File: src/rtl/ofs_fim_pcie_ss_rx_hdr_split.sv
// ofs_fim_pcie_ss_rx_hdr_split
// Strips the in-band PCIe SS header from the low half of each SOP beat,
// presents it side-band, and re-packs the payload to start at byte 0.
// Optional statistics counters: define OFS_FIM_RX_HDR_SPLIT_STATS_EN.
module ofs_fim_pcie_ss_rx_hdr_split #(
   parameter int unsigned TDATA_WIDTH = 512,
   parameter int unsigned HDR_WIDTH   = 256
) (
   input  logic                       clk,
   input  logic                       rst,
   input  logic                       in_tvalid,
   output logic                       in_tready,
   input  logic [TDATA_WIDTH-1:0]     in_tdata,
   input  logic [TDATA_WIDTH/8-1:0]   in_tkeep,
   input  logic                       in_tlast,
   input  logic                       in_sop,
   output logic                       out_tvalid,
   input  logic                       out_tready,
   output logic                       out_hdr_valid,
   output logic [HDR_WIDTH-1:0]       out_hdr,
   output logic [TDATA_WIDTH-1:0]     out_tdata,
   output logic [TDATA_WIDTH/8-1:0]   out_tkeep,
   output logic                       out_tlast,
   output logic [31:0]                stat_pkts,
   output logic [31:0]                stat_flush
);

   localparam int unsigned KEEP_W  = TDATA_WIDTH / 8;
   localparam int unsigned HKEEP_W = HDR_WIDTH / 8;

   typedef enum logic [1:0] {S_IDLE, S_CARRY, S_FLUSH} state_t;

   state_t                 r_state;
   logic [HDR_WIDTH-1:0]   r_carry;
   logic [HKEEP_W-1:0]     r_carry_keep;
   logic                   r_hdr_pending;

   logic                   r_out_tvalid;
   logic                   r_out_hdr_valid;
   logic [HDR_WIDTH-1:0]   r_out_hdr;
   logic [TDATA_WIDTH-1:0] r_out_tdata;
   logic [KEEP_W-1:0]      r_out_tkeep;
   logic                   r_out_tlast;

   logic                   w_ld;
   logic                   w_acc;
   logic [HDR_WIDTH-1:0]   w_lo;
   logic [HDR_WIDTH-1:0]   w_hi;
   logic [HKEEP_W-1:0]     w_lo_keep;
   logic [HKEEP_W-1:0]     w_hi_keep;

   assign w_lo      = in_tdata[HDR_WIDTH-1:0];
   assign w_hi      = in_tdata[TDATA_WIDTH-1:HDR_WIDTH];
   assign w_lo_keep = in_tkeep[HKEEP_W-1:0];
   assign w_hi_keep = in_tkeep[KEEP_W-1:HKEEP_W];

   // Output register may load when empty or being drained this cycle
   assign w_ld      = !r_out_tvalid || out_tready;
   assign in_tready = w_ld && (r_state != S_FLUSH);
   assign w_acc     = in_tvalid && in_tready;

   assign out_tvalid    = r_out_tvalid;
   assign out_hdr_valid = r_out_hdr_valid;
   assign out_hdr       = r_out_hdr;
   assign out_tdata     = r_out_tdata;
   assign out_tkeep     = r_out_tkeep;
   assign out_tlast     = r_out_tlast;

   // Header split / re-pack FSM with the registered output stage
   always_ff @(posedge clk or posedge rst) begin
      if (rst) begin
         r_state         <= S_IDLE;
         r_carry         <= '0;
         r_carry_keep    <= '0;
         r_hdr_pending   <= 1'b0;
         r_out_tvalid    <= 1'b0;
         r_out_hdr_valid <= 1'b0;
         r_out_hdr       <= '0;
         r_out_tdata     <= '0;
         r_out_tkeep     <= '0;
         r_out_tlast     <= 1'b0;
      end else begin
         if (w_ld) begin
            r_out_tvalid    <= 1'b0;
            r_out_hdr_valid <= 1'b0;
         end
         case (r_state)
            S_IDLE: begin
               // Non-SOP beats here are dropped
               if (w_acc && in_sop) begin
                  r_out_hdr <= w_lo;
                  if (in_tlast) begin
                     r_out_tvalid    <= 1'b1;
                     r_out_hdr_valid <= 1'b1;
                     r_out_tdata     <= {{HDR_WIDTH{1'b0}}, w_hi};
                     r_out_tkeep     <= {{HKEEP_W{1'b0}}, w_hi_keep};
                     r_out_tlast     <= 1'b1;
                  end else begin
                     r_carry       <= w_hi;
                     r_carry_keep  <= w_hi_keep;
                     r_hdr_pending <= 1'b1;
                     r_state       <= S_CARRY;
                  end
               end
            end
            S_CARRY: begin
               if (w_acc) begin
                  r_out_tvalid    <= 1'b1;
                  r_out_hdr_valid <= r_hdr_pending;
                  r_out_tdata     <= {w_lo, r_carry};
                  r_out_tkeep     <= {w_lo_keep, r_carry_keep};
                  r_hdr_pending   <= 1'b0;
                  r_carry         <= w_hi;
                  r_carry_keep    <= w_hi_keep;
                  r_out_tlast     <= 1'b0;
                  if (in_tlast) begin
                     if (w_hi_keep == '0) begin
                        r_out_tlast <= 1'b1;
                        r_state     <= S_IDLE;
                     end else begin
                        r_state     <= S_FLUSH;
                     end
                  end
               end
            end
            S_FLUSH: begin
               // Residue of the last input beat goes out on its own beat
               if (w_ld) begin
                  r_out_tvalid    <= 1'b1;
                  r_out_hdr_valid <= 1'b0;
                  r_out_tdata     <= {{HDR_WIDTH{1'b0}}, r_carry};
                  r_out_tkeep     <= {{HKEEP_W{1'b0}}, r_carry_keep};
                  r_out_tlast     <= 1'b1;
                  r_carry_keep    <= '0;
                  r_state         <= S_IDLE;
               end
            end
            default: r_state <= S_IDLE;
         endcase
      end
   end

`ifdef OFS_FIM_RX_HDR_SPLIT_STATS_EN
   logic        r_out_is_flush;
   logic [31:0] r_stat_pkts;
   logic [31:0] r_stat_flush;

   // Remember whether the beat in the output register came from FLUSH
   always_ff @(posedge clk or posedge rst) begin
      if (rst) begin
         r_out_is_flush <= 1'b0;
      end else if (w_ld) begin
         r_out_is_flush <= (r_state == S_FLUSH);
      end
   end

   // Count packets and flush beats on downstream acceptance (wrapping)
   always_ff @(posedge clk or posedge rst) begin
      if (rst) begin
         r_stat_pkts  <= '0;
         r_stat_flush <= '0;
      end else if (r_out_tvalid && out_tready) begin
         if (r_out_tlast)    r_stat_pkts  <= r_stat_pkts + 32'd1;
         if (r_out_is_flush) r_stat_flush <= r_stat_flush + 32'd1;
      end
   end

   assign stat_pkts  = r_stat_pkts;
   assign stat_flush = r_stat_flush;
`else
   assign stat_pkts  = '0;
   assign stat_flush = '0;
`endif

`ifndef SYNTHESIS
   // A second SOP inside a packet is a protocol error upstream
   a_sop_in_carry: assert property (@(posedge clk) disable iff (rst)
      !((r_state == S_CARRY) && w_acc && in_sop))
      else $error("rx_hdr_split: SOP received mid-packet");
`endif

endmodule

File: config.mk
export PLATFORM = sky130hd
export DESIGN_NAME = ofs_fim_pcie_ss_rx_hdr_split
export DESIGN_NICKNAME = d
export VERILOG_FILES = /design/src/rtl/ofs_fim_pcie_ss_rx_hdr_split.sv
export SDC_FILE = /design/constraint.sdc
export NUM_CORES = 2
export LEC_CHECK = 0
export BUFFER_PORTS_ARGS = -buffer_cell sky130_fd_sc_hd__buf_2
export CAP_MARGIN = 20
export CORE_AREA = 10 10 575 577
export DETAILED_ROUTE_END_ITERATION = 12
export DIE_AREA = 0 0 585 587
export GPL_ROUTABILITY_DRIVEN = 0
export PLACE_DENSITY_LB_ADDON = 0.2
export SYNTH_ARGS = -nofsm -noshare
export SYNTH_HDL_FRONTEND = slang
export SYNTH_SLANG_ARGS = --single-unit
File: constraint.sdc
create_clock -name clk -period 32.6 [get_ports clk]
set_input_delay 1.63 -clock clk [delete_from_list [all_inputs] [get_ports clk]]
set_output_delay 1.63 -clock clk [all_outputs]
set_load 0.02 [all_outputs]
==> summary.md <==
| Metric | Value |
|---|---|
| GR Util All Layers | 13.3% |
| Post-CTS Repair Setup Buffers | 0 |
| MaxCap Viol Count | 0 |
| Insertion delay to the later sink of the worst-skew pair | 0.80 ns |
| TritonRoute pass-1 iters | 5 |
| Setup TNS Final | 0 ns |
| Post-Syn Area | 48600 um2 |
| Routed Antenna Nets | 0 |
| Yosys warning count | 0 |
| Vias per cell | 3.64 |
| Largest net degree at the start of global routing | 164 |
| First-pass GRT wire length | 325000 um |
| Die Footprint | 343000 um2 |
| Slew at the pin with the worst max-slew slack | 1.08 ns |
| DR WL/cell | 24.6 um |
| Final setup violation count | 0 |
| Synth top area cells | dfrtp_1, mux2_2, mux2i_1 |
| Via count | 35.7k |
| Initial antenna violation count | 149 |
| CTS resizes | 0 |
| Vias in the first global route | 37.2k |
| Post-synth top area share | 58.0% |
| WL final | 240000 um |
| Startpoint types | register |
| Bufs on Longest Clock Path | 4 |
| Netlist cell types | 35 |
| Worst setup EP type | register |
| H-tree depth | 4 |
| Cell area after layout | 64700 um2 |
| PwrDens | 116 nW/um2 |
| Row Count | 208 |
| FF+latch count, synth | 1126 |
| Final count of hold timing violations | 0 |
| FF-to-FF path depth | 11 |
| Post-Syn Area per Cell | 11.9 um2 |
| Worst Skew | 0.0491 ns |
| Final Cycle Share | 20.3% |
| RSZ-0062 raised after global routing | no |
| Reg-to-Reg Start | r_state[0] |
| Hpwl dp | 188000 um |
| Starting density of the core | 15.2% |
| Die X | 585 um |
| Synth cell count leaders | dfrtp_1, mux2_2, inv_1 |
| Post-synth EDFFs | 0 |
| Setup slack at placement | 25.13 ns |
| IO Pins | 1482 |
| Hold wc startpoint | out_tdata[44] |
| CTS buffer count | 151 |
| CP Class | reg -> reg |
| CTS clk-pin slew, worst paths | 0.06 ns |
| Post-Synthesis Cells | 4068 |
| Die Span Y | 587 um |
| LEAKAGE | 0.0302 uW |
| Hold buffers post-CTS | 0 |
| Async S/R FF share, synth | 100% |
| DRC | 0 |
| Critical path fanouts, max | 64 |
| Grt ovf | 0 |
| Run status | finished, final reports clean |
| Layout area overhead | 33.3% |
| Post-synth top area cell | dfrtp_1 |
| Placed inst area | 59800 um2 |
| Ys flop type | dfrtp_1 |
| Worst min path class | reg -> reg |
| Final WS setup | 25.98 ns |
| CTS tree | built |
| Layout Nets | 6050 |
| Fill cell count | 35.1k |
| Most numerous cell in the Yosys netlist | dfrtp_1 |
| Min-Delay Path Depth | 1 |
| Core ar. | 320000 um2 |
| FMAX | 151 MHz |
| VDD IR max | 57.3 uV |
| Max transition margin | 27.9% |
| Tmin final | 6.62 ns |
| Root Driver | clkbuf_16 |
| Critical path origin | r_state[0] |
| WP data required | 33.24 ns |
| Clock Sinks | 1126 |
| Register area share after synthesis | 58.0% |
| DR iter-0 viols | 1773 |
| Crit path DAT | 7.26 ns |
| Pins over their slew limit | 0 |
| Number of buffers added on ports | 1417 |
| Fraction of layout cells with a size suffix above 1 | 41.2% |
report_power, final:
| group | switching [uW] | total [uW] | internal, uW |
|---|---|---|---|
| logic | 2160 | 3370 | 1210 |
| registers | 392 | 2480 | 2090 |
| clock network | 687 | 1670 | 982 |
| total | 3240 | 7510 | 4270 |
stage by stage:
stage,util [%],total power (uW),std cells,hold slack (ns)
final,20.3,7510,9795,0.478
after global placement,18.7,5930,9510,0.466
after CTS,20.2,7710,9772,0.484
after floorplan,-,4550,4131,0.480
after detailed placement,18.7,5970,9510,0.469
after global routing,20.2,8020,9780,0.491
registers in the layout (all words and copies together) (netlist names):
register       count
out_hdr          256
out_hdr_valid      1
out_tdata        512
out_tkeep         64
out_tlast          1
out_tvalid         1
r_carry          256
r_carry_keep      32
r_hdr_pending      1
r_state            2
final timing paths:
| check | end | slack (ns) |
|---|---|---|
| min | out_tdata[44] | 0.48 |
| min reg2reg | out_tdata[44] | 0.48 |
| min in group asynchronous | r_carry[74] | 1.16 |
| max reg2reg | out_tdata[77] | 25.98 |
| max in group asynchronous | out_hdr[115] | 27.42 |
| max | out_tdata[77] | 25.98 |
routing by layer:
metal | GRT usage, % | routed length [um] | vias to the layer above
met3 | 6.43 | 27600 | 424
met1 | 15.9 | 96900 | 17986
met5 | 0 | 381 | -
li1 | - | - | 15859
met2 | 21.8 | 110000 | 1353
met4 | 2.74 | 5820 | 64
final cells by class:
type | instances | area, um2 | area share (%)
Clock inverter | 45 | 522 | 0.806
Timing Repair Buffer | 1470 | 7580 | 11.7
Tap cell | 4200 | 5260 | 8.12
Antenna cell | 22 | 55.1 | 0.0850
Clock buffer | 217 | 4330 | 6.69
Inverter | 581 | 2180 | 3.37
Multi-Input combinational cell | 2134 | 16600 | 25.7
Sequential cell | 1126 | 28200 | 43.5
cells by family (layout without fill, tap and decap cells):
logic type	Yosys count	in the layout	synth area share [%]
other cells	1	86	0.00772
simple gates	639	639	5.06
buf+inv	871	2313	8.32
fa+ha+maj	4	4	0.103
compound gates	305	305	3.21
mux	1122	1122	25.3
flops	1126	1126	58.0
placed cells by master, fill, tap and decap left out, types with 4 or more instances in the layout:
cell	instances
nor2_1	34
dfrtp_1	1126
bufinv_16	7
inv_6	4
buf_12	7
a21oi_1	4
clkbuf_1	38
clkinvlp_4	4
nand2_1	580
mux2i_1	289
nor4_1	9
inv_1	580
clkinv_2	25
conb_1	64
mux2_1	242
o21ai_0	291
buf_4	46
mux2_2	591
clkbuf_16	153
buf_2	1417
diode_2	22
clkbuf_8	26
critical path, cell delays in order (launching register included):
cell and delay (ns):
dfrtp_1 0.41, inv_1 0.12, ha_4 0.66, nand2b_1 0.13, a22oi_1 0.27, a21boi_4 0.22
buf_4 0.79, buf_4 0.75, buf_4 0.85, buf_4 0.71, buf_4 0.81, mux2_1 0.40
(Power assumes the default switching activity.)
